### src/rtl/instruction_fetch_unit.sv
// Instruction fetch stage: owns the fetch PC and the IF/ID pipeline register.
// Redirect squashes IF/ID to a NOP bubble; stall freezes everything.
module instruction_fetch_unit #(
  parameter int unsigned                DATA_WIDTH = 32,
  parameter logic [DATA_WIDTH-1:0]      RESET_PC   = 32'h0040_0000,
  parameter logic [DATA_WIDTH-1:0]      TEXT_BASE  = 32'h0040_0000
) (
  input  logic                  clk,
  input  logic                  reset,
  input  logic                  stall_i,
  input  logic                  redirect_i,
  input  logic [DATA_WIDTH-1:0] redirect_target_i,
  input  logic [DATA_WIDTH-1:0] instruction_i,
  output logic [DATA_WIDTH-1:0] pc_o,
  output logic [DATA_WIDTH-1:0] mem_address_o,
  output logic [DATA_WIDTH-1:0] ifid_instruction_o,
  output logic [DATA_WIDTH-1:0] ifid_pc_plus4_o,
  output logic                  ifid_valid_o
);

  logic [DATA_WIDTH-1:0] pc_plus4;
  logic [DATA_WIDTH-1:0] target_aligned;

  // Both sums wrap modulo 2^DATA_WIDTH by construction.
  always_comb begin
    pc_plus4       = pc_o + DATA_WIDTH'(4);
    mem_address_o  = pc_o - TEXT_BASE;
    target_aligned = {redirect_target_i[DATA_WIDTH-1:2], 2'b00};
  end

  always_ff @(posedge clk) begin
    if (reset) begin
      pc_o               <= RESET_PC;
      ifid_instruction_o <= '0;
      ifid_pc_plus4_o    <= '0;
      ifid_valid_o       <= 1'b0;
    end else if (redirect_i) begin
      pc_o               <= target_aligned;
      ifid_instruction_o <= '0;
      ifid_pc_plus4_o    <= '0;
      ifid_valid_o       <= 1'b0;
    end else if (!stall_i) begin
      pc_o               <= pc_plus4;
      ifid_instruction_o <= instruction_i;
      ifid_pc_plus4_o    <= pc_plus4;
      ifid_valid_o       <= 1'b1;
    end
  end

endmodule

### config.mk
export PLATFORM = sky130hd
export DESIGN_NAME = instruction_fetch_unit
export DESIGN_NICKNAME = d
export VERILOG_FILES = /design/src/rtl/instruction_fetch_unit.sv
export SDC_FILE = /design/constraint.sdc
export NUM_CORES = 1
export LEC_CHECK = 0
export BUFFER_PORTS_ARGS = -buffer_cell sky130_fd_sc_hd__buf_2
export CORE_MARGIN = 4
export CORE_UTILIZATION = 53
export CTS_BUF_LIST = sky130_fd_sc_hd__clkbuf_4 sky130_fd_sc_hd__clkbuf_8
export DETAILED_ROUTE_END_ITERATION = 7
export GPL_TIMING_DRIVEN = 1
export PLACE_DENSITY = 0.92
export SLEW_MARGIN = 15
export SYNTH_ARGS = -nofsm -noshare
export SYNTH_HDL_FRONTEND = slang
export SYNTH_SLANG_ARGS = --single-unit
### constraint.sdc
create_clock -name clk -period 3.6 [get_ports clk]
set_clock_uncertainty 0.15 [all_clocks]
set_input_delay 0.18 -clock clk [delete_from_list [all_inputs] [get_ports clk]]
set_output_delay 0.18 -clock clk [all_outputs]
set_load 0.02 [all_outputs]
==> results.py <==
metrics = {
    "global_routing": {
        "grt_usage_pct": 28.00,
        "grt_pass1_wl_um": 23060,
        "grt.overflow.total": 0,
        "antenna_found_initial": 0,
        "grt_pass1_vias": 4697,
        "grt_max_degree": 61,
    },
    "cells_and_area": {
        "syn_to_final_growth_pct": 34.59,
        "final_cell_mix": "buf_2 (188), dfxtp_1 (93), nor2_1 (84)",
        "nNetsFinal": 813,
        "fin_area_mm2": 0.006192,
        "fin_util_pct": 74.24,
        "drive_gt1_share_pct": 29.59,
        "num-fill-cells": 592,
        "diodes": 0,
        "mostFrequentLayoutCell": "buf_2",
    },
    "power": {
        "p_leak_nw": 2.848,
        "power.switching_mw": 0.7059,
        "sw_frac_of_total_pct": 29.58,
        "p_total_mw": 2.386,
        "p_per_area_mw_per_mm2": 385.3,
        "worst_ir_drop_vdd_v": 0.0002108,
        "p_comb_share_pct": 18.6,
        "power.internal_mw": 1.680,
        "seqPwrFrac_pct": 47.7,
        "pwr-share-clk_pct": 33.7,
    },
    "timing": {
        "fin_hold_ws_ps": 67.61,
        "worstMarginPinSlew_ps": 841.5,
        "finalSetupTns_ps": 0,
        "setup_viol": 0,
        "hold_viol_final": 0,
        "drv_slew": 0,
        "rsz0062_at_grt": "false",
        "fmaxAchievable_mhz": 406.7,
        "fin_crit_sh_pct": 68.31,
        "min_period_ps": 2459,
        "max_slew_margin_pct": 43.90,
    },
    "routing": {
        "first_pass_iters": 5,
        "wire_per_inst_um": 17.05,
        "vias": 4711,
        "drt_iter0_drc": 269,
        "drc": 0,
        "viasPerCell": 5.529,
        "ant_nets": 0,
        "wl_um": 14530,
    },
    "critical_path": {
        "crit_type": "register to register",
        "r2r_end": "pc_o[26]$_SDFFE_PP0P_",
        "ff2ff_setup_slack_ps": 1140,
        "reg2regPathDepth": 6,
        "cp.required_ps": 3660,
        "r2r-start": "pc_o[2]$_SDFFE_PP0P_",
        "end_kind": "register",
        "start_kind": "register",
        "path_max_fanout": 8,
        "critPathArrivalTime_ps": 2520,
    },
    "min_path": {
        "worstHoldPathType": "primary input to register",
        "holdPathEnd": "pc_o[22]$_SDFFE_PP1P_",
        "min_delay_path_depth": 3,
        "hp-start": "redirect_target_i[22]",
    },
    "yosys": {
        "syn-cell-area_mm2": 0.004601,
        "ys_ff_latch": 93,
        "syn_inst": 542,
        "synth_cell_types": 42,
        "syn-mean-instance-area_um2": 8.488,
        "synth.yosys.seq_area_share_pct": 40.47,
        "synthFlopType": "dfxtp_1",
        "synth.yosys.warnings": 0,
        "synthArstFlopShare_pct": 0,
        "synth_edf_count": 0,
    },
    "clock_tree": {
        "cts.sinks": 93,
        "cts_root_buffer": "clkbuf_8",
        "cts_made_buffers": 9,
        "insertion_delay_ps": 360,
        "clkTransAtPathRegs_ps": 100,
        "tritoncts": "done",
        "clockBufferDepth": 2,
        "cts_max_level": 3,
    },
    "die": {
        "start_util_pct": 55.16,
        "die_y_um": 101.2,
        "core-area_mm2": 0.008341,
        "ios": 197,
        "fp.dieW_um": 101.2,
        "fp-row-count": 33,
        "die-area_mm2": 0.01024,
    },
    "status": {
        "status": "completed",
    },
    "place": {
        "numPortBuffers": 188,
        "routabilityCongestion": 0.8120,
        "dp_hpwl_um": 9465,
        "placed_cell_area_mm2": 0.005350,
    },
    "flow_run": {
        "max-cap-violations": 0,
    },
}
cell families (layout without fill, tap and decap cells):
group / count (synthesis) / in the layout / synth area share (%)
flip-flops: 93 / 93 / 40.47
XOR/XNOR: 55 / 55 / 10.47
AND/OR/NAND/NOR: 185 / 185 / 19.64
AO/OA/AOI/OAI: 86 / 86 / 10.99
adder cells (fa/ha/maj): 3 / 3 / 0.8160
other: 1 / 6 / 0.08151
buffers and inverters: 80 / 280 / 9.056
multiplexers: 39 / 39 / 8.485
power by group through the flow:
stage | Clock [mW] | Sequential (mW) | Combinational (mW)
6_report | 0.803 | 1.14 | 0.444
5_1_grt | 0.848 | 1.15 | 0.478
3_5_place_dp | 0 | 1.16 | 0.385
2_1_floorplan | 0 | 1.19 | 0.235
3_3_place_gp | 0 | 1.16 | 0.374
4_1_cts | 0.810 | 1.14 | 0.437
per-stage QoR:
step                instances  setup slack, ps
floorplan                 547             1462
global placement          775             1232
detailed placement        775             1192
CTS                       852             1145
global route              852            894.3
finish                    852             1141
per-layer routing:
metal  track usage, %  wire length (um)  vias to the layer above
met1            33.09              5473                     2204
met5                0                 0                        -
met4            8.793               299                        0
met3            6.405              1510                       31
met2            50.20              7247                      275
li1                 -                 -                     2201
final cells by class:
type | instances | area [um2] | area share [%]
Clock buffer | 10 | 137.6 | 2.223
Timing Repair Buffer | 254 | 1589 | 25.66
Inverter | 10 | 37.54 | 0.6062
Clock inverter | 6 | 93.84 | 1.515
Sequential cell | 93 | 1862 | 30.07
Multi-Input combinational cell | 374 | 2341 | 37.81
Tap cell | 105 | 131.4 | 2.122
state kept, by name (all words and copies together), names as in the netlist:
signal              cells
pc_o                   30
ifid_valid_o            1
ifid_instruction_o     32
ifid_pc_plus4_o        30
cell usage after synthesis, types with 2 or more instances:
cell type  number  share of area (%)
dfxtp_1        93                 40
nor2_1         84                6.9
mux2i_1        39                8.5
a21oi_1        37                4.0
buf_4          29                4.7
xnor2_1        29                5.5
clkbuf_1       28                2.3
xor2_1         26                4.9
nand2_1        23                1.9
o21ai_0        23                2.5
nor3_1         18                2.0
nand3_1        17                1.8
a211oi_1       12                2.0
nand4_1        12                1.6
inv_1           9               0.73
buf_1           7               0.57
or3_1           7               0.95
buf_2           6               0.65
nor4_1          4               0.54
a311oi_1        3               0.57
ha_1            3               0.82
nor2b_1         3               0.41
nor3_2          3               0.65
o22ai_1         3               0.41
and2_1          2               0.27
and3_1          2               0.27
and4_1          2               0.38
and4_4          2               0.49
nor4_2          2               0.54
o21a_1          2               0.33
critical path: stages, from the launching register on:
cell	delay, ps
dfxtp_1	510
ha_1	270
nand3_1	340
or3_1	520
nor3_1	250
xnor2_1	170
o22ai_1	100
timing repair:
item                      4_1_cts  5_1_grt
gates resized for setup         0        0
hold endpoints to repair       61        0
hold buffers                   61        0
setup buffers                   0        0
worst max path at each step:
stage                              start                          endpoint  slack (ps)  cells after the start
floorplan           pc_o[2]$_SDFFE_PP0P_  ifid_pc_plus4_o[26]$_SDFFE_PP0N_        1460                      6
global placement    pc_o[2]$_SDFFE_PP0P_             pc_o[26]$_SDFFE_PP0P_        1230                      6
detailed placement  pc_o[2]$_SDFFE_PP0P_             pc_o[26]$_SDFFE_PP0P_        1190                      6
CTS                 pc_o[2]$_SDFFE_PP0P_             pc_o[26]$_SDFFE_PP0P_        1140                      6
global route        pc_o[2]$_SDFFE_PP0P_             pc_o[28]$_SDFFE_PP0P_         890                      6
finish              pc_o[2]$_SDFFE_PP0P_             pc_o[26]$_SDFFE_PP0P_        1140                      6
Note: power is estimated with default switching activity, not from simulation.
